**src/rtl/regfile_wb_scheduler_pkg.sv**
```systemverilog
// Shared constants for the register-file writeback scheduler.
// The package holds register indices, arbitration modes and grant encodings.
package regfile_wb_scheduler_pkg;

    localparam int REG0     = 0;
    localparam int T_IDX    = 15;

    localparam int PRIO_RR  = 0;
    localparam int PRIO_MEM = 1;

    typedef enum logic {
        GNT_ALU = 1'b0,
        GNT_MEM = 1'b1
    } grant_e;

endpackage

```
**src/rtl/regfile_wb_scheduler_wb_scoreboard.sv**
```systemverilog
// Per-register pending-write counters used for decode read-after-write stalls.
// The module also provides issue back-pressure and a sticky underflow error.
module wb_scoreboard
    import regfile_wb_scheduler_pkg::*;
#(
    parameter int AW    = 4,
    parameter int CNT_W = 2
) (
    input  logic          Clk,
    input  logic          Rst,
    input  logic          issue_valid,
    input  logic [AW-1:0] issue_reg,
    input  logic          commit_valid,
    input  logic [AW-1:0] commit_reg,
    input  logic [AW-1:0] Rs,
    input  logic [AW-1:0] Rt,
    output logic          issue_ready,
    output logic          rs_busy,
    output logic          rt_busy,
    output logic          wb_err
);

    localparam int NREG = 2**AW;
    localparam logic [CNT_W-1:0] CNT_MAX = '1;

    logic [NREG-1:0][CNT_W-1:0] cnt;

    // A commit to the same register frees a slot in the same cycle.
    assign issue_ready = (issue_reg == AW'(REG0)) || (cnt[issue_reg] != CNT_MAX)
                       || (commit_valid && (commit_reg == issue_reg));

    assign cnt[REG0] = '0;

    for (genvar gi = 1; gi < NREG; gi++) begin : g_cnt
        logic             inc;
        logic             dec;
        logic [CNT_W-1:0] cnt_reg;

        assign inc = issue_valid && issue_ready && (issue_reg == AW'(gi));
        assign dec = commit_valid && (commit_reg == AW'(gi));

        always_ff @(posedge Clk or posedge Rst) begin
            if (Rst) begin
                cnt_reg <= '0;
            end else if (inc && !dec) begin
                cnt_reg <= cnt_reg + 1'b1;
            end else if (dec && !inc && (cnt_reg != '0)) begin
                cnt_reg <= cnt_reg - 1'b1;
            end
        end

        assign cnt[gi] = cnt_reg;
    end

    always_ff @(posedge Clk or posedge Rst) begin
        if (Rst) begin
            wb_err <= 1'b0;
        end else if (commit_valid && (commit_reg != AW'(REG0)) && (cnt[commit_reg] == '0)) begin
            wb_err <= 1'b1;
        end
    end

    assign rs_busy = (Rs != AW'(REG0)) && (cnt[Rs] != '0);
    assign rt_busy = (Rt != AW'(REG0)) && (cnt[Rt] != '0);

endmodule

```
**src/rtl/regfile_wb_scheduler.sv**
```systemverilog
// Arbitrates the single register-file write port between ALU and MEM writeback.
// Writes are registered one cycle after the handshake.
module regfile_wb_scheduler
    import regfile_wb_scheduler_pkg::*;
#(
    parameter int DW        = 16,
    parameter int AW        = 4,
    parameter int PRIO_MODE = 0,
    parameter int CNT_W     = 2
) (
    input  logic          Clk,
    input  logic          Rst,
    input  logic          alu_valid,
    input  logic [AW-1:0] alu_reg,
    input  logic [DW-1:0] alu_data,
    output logic          alu_ready,
    input  logic          mem_valid,
    input  logic [AW-1:0] mem_reg,
    input  logic [DW-1:0] mem_data,
    output logic          mem_ready,
    input  logic          issue_valid,
    input  logic [AW-1:0] issue_reg,
    output logic          issue_ready,
    input  logic [AW-1:0] Rs,
    input  logic [AW-1:0] Rt,
    output logic          rs_busy,
    output logic          rt_busy,
    output logic          RegWre,
    output logic [AW-1:0] WriteReg,
    output logic [DW-1:0] WriteData,
    output logic          wb_err
);

    grant_e        last_grant;
    logic          grant_alu;
    logic          grant_mem;
    logic          handshake;
    logic [AW-1:0] sel_reg;
    logic [DW-1:0] sel_data;

    // ALU wins a tie only in round-robin mode and only when MEM was last served.
    always_comb begin
        grant_alu = alu_valid && (!mem_valid
                    || ((PRIO_MODE == PRIO_RR) && (last_grant == GNT_MEM)));
        grant_mem = mem_valid && !grant_alu;
    end

    assign alu_ready = grant_alu;
    assign mem_ready = grant_mem;
    assign handshake = grant_alu || grant_mem;
    assign sel_reg   = grant_alu ? alu_reg  : mem_reg;
    assign sel_data  = grant_alu ? alu_data : mem_data;

    always_ff @(posedge Clk or posedge Rst) begin
        if (Rst) begin
            last_grant <= GNT_MEM;
            RegWre     <= 1'b0;
            WriteReg   <= '0;
            WriteData  <= '0;
        end else begin
            RegWre <= handshake && (sel_reg != AW'(REG0));
            if (handshake) begin
                last_grant <= grant_mem ? GNT_MEM : GNT_ALU;
            end
            // REG0 writes are swallowed: they count as a grant but never reach the file.
            if (handshake && (sel_reg != AW'(REG0))) begin
                WriteReg  <= sel_reg;
                WriteData <= sel_data;
            end
        end
    end

    wb_scoreboard #(
        .AW    (AW),
        .CNT_W (CNT_W)
    ) u_scoreboard (
        .Clk          (Clk),
        .Rst          (Rst),
        .issue_valid  (issue_valid),
        .issue_reg    (issue_reg),
        .commit_valid (handshake),
        .commit_reg   (sel_reg),
        .Rs           (Rs),
        .Rt           (Rt),
        .issue_ready  (issue_ready),
        .rs_busy      (rs_busy),
        .rt_busy      (rt_busy),
        .wb_err       (wb_err)
    );

endmodule

```
**config.mk**
```make
export PLATFORM = sky130hd
export DESIGN_NAME = regfile_wb_scheduler
export DESIGN_NICKNAME = d
export VERILOG_FILES = /design/src/rtl/regfile_wb_scheduler_pkg.sv /design/src/rtl/regfile_wb_scheduler_wb_scoreboard.sv /design/src/rtl/regfile_wb_scheduler.sv
export SDC_FILE = /design/constraint.sdc
export NUM_CORES = 1
export LEC_CHECK = 0
export BUFFER_PORTS_ARGS = -buffer_cell sky130_fd_sc_hd__buf_2
export CAP_MARGIN = 5
export CORE_MARGIN = 4
export CORE_UTILIZATION = 50
export DETAILED_ROUTE_END_ITERATION = 16
export PLACE_DENSITY_LB_ADDON = 0.08
export SYNTH_ARGS = -nofsm -noshare
export SYNTH_HDL_FRONTEND = slang
export SYNTH_SLANG_ARGS = --single-unit
```
**constraint.sdc**
```tcl
create_clock -name Clk -period 3.7 [get_ports Clk]
set_clock_uncertainty 0.15 [all_clocks]
set_input_delay 0.555 -clock Clk [delete_from_list [all_inputs] [get_ports Clk]]
set_output_delay 0.555 -clock Clk [all_outputs]
set_load 0.01 [all_outputs]
```
Word-level counts from Yosys, hierarchy flattened
Index checks and enable logic that the tools add are counted.
Operators by class
  add/sub/neg operators: 30
  reductions and logical operators: 156
  equal/unequal tests: 32
  order comparisons: 4
  mux-type cells: 41
Operators by type and width (number)
  1-bit logical AND: 83
  2-bit two-way mux: 34
  4-bit == test, second input constant: 16
  2-bit nonzero test: 32
  2-bit binary-select mux with 4-bit select: 4
  4-bit by 3-bit == test with 1-bit output, second input constant: 8
  1-bit zero test: 32
  2-bit by 1-bit adder with 2-bit output, second input constant: 15
  2-bit by 1-bit subtractor with 2-bit output, second input constant: 15
  4-bit by 5-bit less-than comparator with 1-bit output, second input constant: 4
  4-bit by 2-bit == test with 1-bit output, second input constant: 4
  16-bit two-way mux: 1
  4-bit nonzero test: 3
  4-bit by 1-bit == test with 1-bit output, second input constant: 2
  4-bit == test: 1
  4-bit zero test: 1
  1-bit logical OR: 4
  4-bit two-way mux: 1
  2-bit zero test: 1
  2-bit != test, second input constant: 1
  1-bit two-way mux: 1
Word-level totals
  bits in registers: 53
  output and inout port bits: 27
  word-level logic and storage cells: 283

Depth between registers and ports, before layout
Gate-level depths: netlist of the first run.
  depth in word-level cells: 15
  depth in mapped cells: 11
  mapped depth without buffers: 8

By module
A second synthesis of the first run with hierarchy kept.
Second synthesis, totals
  cells, all modules: 400
  area total of the unflattened synthesis: 3886.2 µm²
Modules (own cells, without submodules)
  wb_scoreboard: sequential area each 775.7 µm², area an instance 2707.6 µm², cells each 306, instances 1
  regfile_wb_scheduler: sequential area each 551.8 µm², area an instance 1178.6 µm², cells each 94, instances 1

Least setup slack after synthesis of the first run
No wires, ideal clock.
  kind: input to output
  from: input port issue_reg[0]
  to: output port issue_ready
  path slack: 0.825 ns
  data required time: 2.995 ns
  arrival: 2.170 ns
  stages: 9
  cells stage by stage: buf_4 -> buf_6 -> mux2_2 -> a221oi_1 -> nor3_1 -> o22ai_2 -> or2_1 -> buf_2 -> buf_4
Between the ends
  cells in the longest elaborated chain, start to end: 5
Ends and longest elaborated chain
  from (decl): RTL line regfile_wb_scheduler.sv:22  | input logic [AW-1:0] issue_reg,
  2-bit binary-select mux with 4-bit select: RTL line regfile_wb_scheduler_wb_scoreboard.sv:29  | assign issue_ready = (issue_reg == AW'(REG0)) || (cnt[issue_reg] != CNT_MAX)
  2-bit two-way mux (not written as such): RTL line regfile_wb_scheduler_wb_scoreboard.sv:29
  2-bit != test: RTL line regfile_wb_scheduler_wb_scoreboard.sv:29
  1-bit logical OR: RTL line regfile_wb_scheduler_wb_scoreboard.sv:29
  1-bit logical OR *: RTL line regfile_wb_scheduler_wb_scoreboard.sv:30  | || (commit_valid && (commit_reg == issue_reg));
  to (decl): RTL line regfile_wb_scheduler.sv:23  | output logic issue_ready,
Mark *: on every way between the ends. The rest lies on a longest branch, timed or not. The select of a mux whose other input is x is not followed.

Worst setup path after layout of the first run
  from: register last_grant
  to: output port issue_ready
Between the ends
  cells in the longest elaborated chain, start to end: 7
Ends and longest elaborated chain
  from (decl): RTL line regfile_wb_scheduler.sv:34  | grant_e last_grant;
  from (signal assigned): RTL line regfile_wb_scheduler.sv:63  | last_grant <= grant_mem ? GNT_MEM : GNT_ALU;
  1-bit logical OR *: RTL line regfile_wb_scheduler.sv:44  | || ((PRIO_MODE == PRIO_RR) && (last_grant == GNT_MEM)));
  1-bit logical AND *: RTL line regfile_wb_scheduler.sv:43  | grant_alu = alu_valid && (!mem_valid
  parallel branches: the longest is 3 deep, another holds 4-bit two-way mux
  1-bit logical AND *: RTL line regfile_wb_scheduler_wb_scoreboard.sv:30
  1-bit logical OR *: RTL line regfile_wb_scheduler_wb_scoreboard.sv:30
Every way passes the cells marked *.

==> results of run 1 <==
[per-stage QoR]
step	cell area (sq um)	setup WS (ps)	power, mW	hold WS (ps)
after floorplan	3860	825	1.32	314
after global placement	4370	682	1.55	308
after detailed placement	4370	622	1.57	306
after CTS	4460	503	1.91	279
after global routing	4460	382	2.02	304
final	4460	513	1.91	235
[worst paths after layout]
check	slack, ps	endpoint	from	cells after the start
worst max-delay path	510	issue_ready	last_grant$_DFFE_PP1P_	7
worst min-delay path	240	u_scoreboard.g_cnt[1].cnt_reg[0]$_DFFE_PP0P_	Rst	2
worst max register to register	740	u_scoreboard.wb_err$_DFFE_PP0P_	last_grant$_DFFE_PP1P_	8
worst min register to register	330	WriteData[4]$_DFFE_PP0P_	WriteData[4]$_DFFE_PP0P_	2
max in group asynchronous	2350	last_grant$_DFFE_PP1P_	Rst	3
min in group Clk	330	WriteData[4]$_DFFE_PP0P_	WriteData[4]$_DFFE_PP0P_	2
[cells by family after synthesis]
kind of cell	Yosys count	synth area share (%)
buf+inv	39	4.64
mux	42	15.4
flops	53	34.4
xor+xnor	15	3.40
compound gates	138	23.8
simple gates	147	18.3
[power by group through the flow]
| stage | combinational (mW) | clock [mW] | sequential, mW |
|---|---|---|---|
| 2_1_floorplan | 0.496 | 0 | 0.819 |
| 3_3_place_gp | 0.703 | 0 | 0.848 |
| 3_5_place_dp | 0.717 | 0 | 0.851 |
| 4_1_cts | 0.719 | 0.350 | 0.839 |
| 5_1_grt | 0.793 | 0.370 | 0.861 |
| 6_report | 0.723 | 0.342 | 0.845 |
[area by class of cell]
| cell class | count | area, sq um |
|---|---|---|
| repair buffers | 96 | 513 |
| well taps | 99 | 124 |
| clock inverters | 3 | 21.3 |
| multi-input cells | 342 | 2350 |
| clock buffers | 5 | 68.8 |
| flip-flops and latches | 53 | 1330 |
| inverters | 14 | 52.6 |
| fillers | 673 | 2910 |
[routing by layer]
metal,wire (um),vias to the layer above,track usage [%]
met2,4860,141,39.6
met4,284,0,8.29
met5,0,-,0
met1,4510,1750,33.4
li1,-,1753,-
met3,736,20,4.85
[worst reg2reg max path, stage by stage (launching register included)]
cell and delay, ps:
dfstp_2 560, nand2b_4 200, nand2_4 210, inv_2 170, mux2i_1 700, a41o_1 260, buf_4 300, inv_1 110
a31o_2 210
[cell usage after synthesis, types with 7 or more instances]
cell       n
and3_1     7
nor4_1    10
o22a_1     8
clkbuf_1  10
nand2_1   38
a22oi_1    8
mux4_2    13
nor3_1    20
o21ai_0   28
nor2_1    36
a21boi_1  10
a21oi_1   24
mux2i_1   22
o21ai_1   17
inv_1     13
nand3_1   16
buf_2      8
xnor2_1   15
dfrtp_1   52
==> flow_summary_export.csv, run 1 <==
group,metric,value,unit
run_status,status,"finished, final reports clean",
sta,fin_crit,3190,ps
finish,final_core_util,60.5,%
power,p_per_area,428,nW/um^2
worst_setup_path,crit_chain,"nand2b_4, a21boi_1, or2_1, a2111oi_4, buf_4, or2_1, buf_2",
sta,max_freq,314,MHz
power,p_switching,0.738,mW
worst_setup_path,path_common_cell,"or2_1",
drt,initialDrtViolationCount,238,
clocking,insertion_delay,320,ps
yosys,synth_nets,491,
drt,drt_first_pass_iters,5,
global_routing,grt_max_degree,38,
sta,hold_viol,0,
global_routing,track_usage,24.7,%
drt,wl_per_cell,17.0,um
yosys,synth_cells,434,
sta,tns,0,ps
worst_setup_path,crit_path_end_kind,"primary output",
sta,drv_slew,0,
finish,n_antenna_cell,0,
sta,setup_viol_count_final,0,
clocking,cts-resized-gates,0,
power,p_leak,2.04,nW
worst_setup_path,start_kind,"register",
sta,min_period_over_period,86.1,%
power,ir_drop,0.199,mV
worst_setup_path,crit_arrival,2480,ps
power,pwr-share-clk,17.9,%
finish,most-common-layout-cells,"buf_2 (83), dfrtp_1 (52), nand2_1 (38), nor2_1 (36), o21ai_0 (28)",
yosys,yosys-top-cells-area,"dfrtp_1 (34%), mux4_2 (7.6%), mux2i_1 (5.7%), nand2_1 (3.7%), o21ai_0 (3.6%)",
yosys,ys_seq_area_share,34.4,%
drt,num_vias,3664,
sta,maxSlewHeadroom,44.7,%
sta,tightest_slew,807,ps
sta,rsz0062_at_grt,"false",
drt,drc,0,
yosys,synthesis.area,3860,sq um
place,dp.cells,604,
clocking,cts_tree,"yes",
drt,ant_nets,0,
worst_setup_path,critPathTopFamily,"simple AND/OR/NAND/NOR gates",
worst_setup_path,path_class,"reg -> out",
clocking,cts_hold_buf,0,
yosys,synth_area_per_cell,8.89,sq um
drt,wl,10.4,mm
clocking,clkSinkCount,53,
finish,fin_nets,569,
global_routing,grt_antenna_before_repair,0,
floorplan,ios,84,
worst_setup_path,cpPeakStageDelay,560,ps
floorplan,die_h,95.9,um
power,p_seq_share,44.2,%
place,hpwl,7.87,mm
floorplan,core_area,7370,sq um
drt,avgViaCountPerCell,5.99,
finish,fin_cells,612,
yosys,yosysUniqueCellTypes,53,
global_routing,grt_remaining_overflow,0,
finish,largest_reg_flops,30,
yosys,synth_top_area_share,33.7,%
flow_run,cap_violations,0,
place,io_buffers,83,
worst_hold_path,hold_class,"in -> async",
power,p_int,1.17,mW
clocking,post_cts_buffers,0,
yosys,synthFlopType,"dfrtp_1",
worst_setup_path,critPathRequiredTime,2990,ps
floorplan,die_area,9190,sq um
finish,area_growth,15.6,%
power,combPwrFrac,37.8,%
floorplan,die_w,95.9,um
finish,drive_above_1_share,26.5,%
yosys,synthArstFlopShare,100,%
yosys,synth_top_area_cell,"dfrtp_1",
clocking,cts.reportedPaths.clkPinSlew,110,ps
yosys,yosys_warnings,0,
floorplan,start_util,52.4,%
clocking,cts_buffers,5,
global_routing,grt_pass1_vias,3527,
place,finalWeightedCongestion,0.881,
worst_setup_path,path_buf_inv,2,
finish,final_common_cell,"buf_2",
worst_setup_path,cp_max_fo,16,
yosys,synth_edf_count,0,
power,power.share.switching,38.6,%
clocking,clock_path_buffers,2,
clocking,htree_num_levels,2,
global_routing,grt_pass1_wl,17.5,mm
yosys,ys_ff_latch,53,
floorplan,num_rows,31,
worst_setup_path,crit_slowest_cell,"dfstp_2",
clocking,cts-root-buf,"clkbuf_8",
No activity file was read; power rests on OpenSTA's default activity.
==> run 2, diff against run 1 <==
--- a/config.mk
+++ b/config.mk
@@ -6,11 +6,11 @@
 export NUM_CORES = 1
 export LEC_CHECK = 0
 export BUFFER_PORTS_ARGS = -buffer_cell sky130_fd_sc_hd__buf_2
-export CAP_MARGIN = 5
-export CORE_MARGIN = 4
+export CORE_MARGIN = 10
 export CORE_UTILIZATION = 50
 export DETAILED_ROUTE_END_ITERATION = 16
 export PLACE_DENSITY_LB_ADDON = 0.08
 export SYNTH_ARGS = -nofsm -noshare
 export SYNTH_HDL_FRONTEND = slang
+export SYNTH_HIERARCHICAL = 1
 export SYNTH_SLANG_ARGS = --single-unit
==> flow_summary_export.csv, run 2 <==
group,metric,value,unit
worst_setup_path,timing.rr.start,"last_grant$_DFFE_PP1P_",
place,io_buffers,83,
run_status,status,"finished, final reports clean",
yosys,synth_cells,400,
floorplan,die_area,11700,sq um
global_routing,grt_max_degree,32,
worst_setup_path,critPathRequiredTime,2990,ps
worst_setup_path,rr_endpoint,"u_scoreboard/g_cnt[5].cnt_reg[0]$_DFFE_PP0P_",
sta,tightest_slew,836,ps
clocking,cts_hold_buf,0,
clocking,cts.reportedPaths.clkPinSlew,100,ps
worst_setup_path,r2r_cells,12,
yosys,synth_compound_area_share,16.8,%
sta,hold_viol,0,
power,design_power_total,1.91,mW
drt,drt_first_pass_iters,5,
yosys,synthesis.area,3890,sq um
finish,final_common_cell,"buf_2",
yosys,ys_ff_latch,53,
global_routing,grt_remaining_overflow,0,
global_routing,grt_pass1_wl,17.3,mm
floorplan,die_h,108,um
yosys,synth_edf_count,0,
worst_setup_path,crit_arrival,2730,ps
yosys,synth_nets,457,
worst_hold_path,hold_class,"in -> async",
clocking,cts_buffers,5,
yosys,synth_top_cells_by_count,"dfrtp_1 (52), nor2_1 (42), nand2_1 (40)",
yosys,synth_top_area_cell,"dfrtp_1",
finish,drive_above_1_share,33.7,%
power,p_per_area,429,nW/um^2
place,hpwl,8.10,mm
sta,rsz0062_at_grt,"false",
finish,most-common-layout-cells,"buf_2 (83), dfrtp_1 (52), nor2_1 (42), nand2_1 (40), o21ai_0 (21)",
global_routing,grt_pass1_vias,3409,
drt,wl,10.4,mm
yosys,synthAdderAreaFrac,0,%
drt,num_vias,3396,
drt,initialDrtViolationCount,146,
yosys,yosysMostFrequentCell,"dfrtp_1",
worst_setup_path,crit_path_end_kind,"primary output",
finish,area_growth,14.7,%
worst_setup_path,start_kind,"register",
worst_setup_path,timing.reg2reg.setup_slack,550,ps
finish,n_antenna_cell,0,
yosys,synth_xor_area_share,2.90,%
yosys,yosysUniqueCellTypes,63,
finish,seq_area,1330,sq um
yosys,synthArstFlopShare,100,%
drt,wl_per_cell,17.8,um
clocking,clock_path_buffers,2,
clocking,cts_tree,"yes",
drt,ant_nets,0,
sta,drv_slew,0,
yosys,synthSimpleGateAreaFrac,21.5,%
finish,fin_nets,537,
sta,tns,0,ps
yosys,yosys_warnings,6,
worst_setup_path,path_class,"reg -> out",
yosys,ys_seq_area_share,34.2,%
clocking,cts-root-buf,"clkbuf_8",
sta,maxSlewHeadroom,44.2,%
yosys,synth_top_family_by_area,"simple AND/OR/NAND/NOR gates",
finish,fillers,687,
flow_run,cap_violations,0,
sta,setup_viol_count_final,0,
sta,max_freq,291,MHz
sta,fin_crit,3440,ps
place,finalWeightedCongestion,0.929,
global_routing,track_usage,18.2,%
finish,multi_input_area,2400,sq um
yosys,yosys-top-cells-area,"dfrtp_1 (33%), mux2_2 (5.8%), mux2_4 (5.8%), mux4_2 (5.8%), nor2_1 (4.1%)",
global_routing,grt_antenna_before_repair,0,
yosys,synth_top_area_share,33.5,%
floorplan,core_area,7650,sq um
power,p_leak,2.09,nW
yosys,synthFlopType,"dfrtp_1",
floorplan,die_w,108,um
floorplan,ios,84,
clocking,htree_num_levels,2,
clocking,insertion_delay,310,ps
floorplan,start_util,50.8,%
yosys,synth_area_per_cell,9.72,sq um
worst_setup_path,cp_max_fo,16,
finish,largest_reg_flops,30,
drt,avgViaCountPerCell,5.83,
floorplan,num_rows,32,
power,ir_drop,0.201,mV
clocking,clkSinkCount,53,
drt,drc,0,
sta,min_period_over_period,92.9,%
yosys,synth.area.mux_share,20.3,%
-- run 2: cell count changes in the layout (fill, tap and decap cells not counted), sizes merged, moves of 6 or more --
cell,previous run,this run
a21oi,24,17
mux2,7,37
mux2i,22,1
nor2,36,42
nor3,20,6
nor4,10,1
o21ai,46,21
xnor2,15,7
-- run 2: timing repair --
item	4_1_cts	5_1_grt
setup buffers	0	0
setup endpoints to repair	0	1
resized for setup	0	1
-- run 2: cell type report --
type	instances	share of cell area, %
clock buffer	7	1.94
timing repair buffer	91	10.7
multi-input combinational	319	53.7
clock inverter	1	0.168
sequential	53	29.8
tap	102	2.86
inverter	10	0.842
-- run 2: cell families (layout without fill, tap and decap cells) --
family	after synthesis	in the layout
buf+inv	28	109
mux	51	51
compound gates	96	96
simple gates	160	160
flops	53	53
xor+xnor	12	12
-- run 2: metal layers --
metal	up-vias	global-route usage (%)	wire length (um)
li1	1621	-	-
met1	1597	22.7	4420
met2	153	28.3	4740
met3	25	5.89	906
met4	0	8.02	313
met5	-	0	0
-- run 2: worst max-delay path, stage by stage (launching register included) --
cell      delay [ps]
dfstp_2          570
nand2b_1         130
nand2_1          250
inv_2            240
nand2_1           80
nand2_1          100
xor2_1           160
nor3_1            70
a311oi_2         370
nand3_4          240
buf_2            210
-- run 2: per-stage QoR --
stage	instances	cell area, sq um	worst slack [ps]	utilization, %	hold slack (ps)
5_1_grt	583	4460	18.2	58.3	207
3_5_place_dp	575	4360	380	57.0	300
6_report	583	4460	263	58.3	169
4_1_cts	583	4450	184	58.2	188
2_1_floorplan	400	3890	816	-	313
3_3_place_gp	575	4360	500	57.0	298
-- run 2: worst max-delay path by stage --
stage,start,to,cells after the start
after floorplan,mem_valid,issue_ready,11
after global placement,mem_valid,u_scoreboard/g_cnt[4].cnt_reg[0]$_DFFE_PP0P_,14
after detailed placement,mem_valid,u_scoreboard/g_cnt[4].cnt_reg[0]$_DFFE_PP0P_,14
after CTS,last_grant$_DFFE_PP1P_,issue_ready,10
after global routing,last_grant$_DFFE_PP1P_,issue_ready,10
final,last_grant$_DFFE_PP1P_,issue_ready,10
-- run 2: where the power goes --
part	leakage [nW]	switching (mW)	total, mW	internal (mW)
logic	1.39	0.353	0.727	0.374
registers	0.652	0.143	0.837	0.694
clock network	0.0445	0.198	0.351	0.153
total	2.09	0.694	1.91	1.22
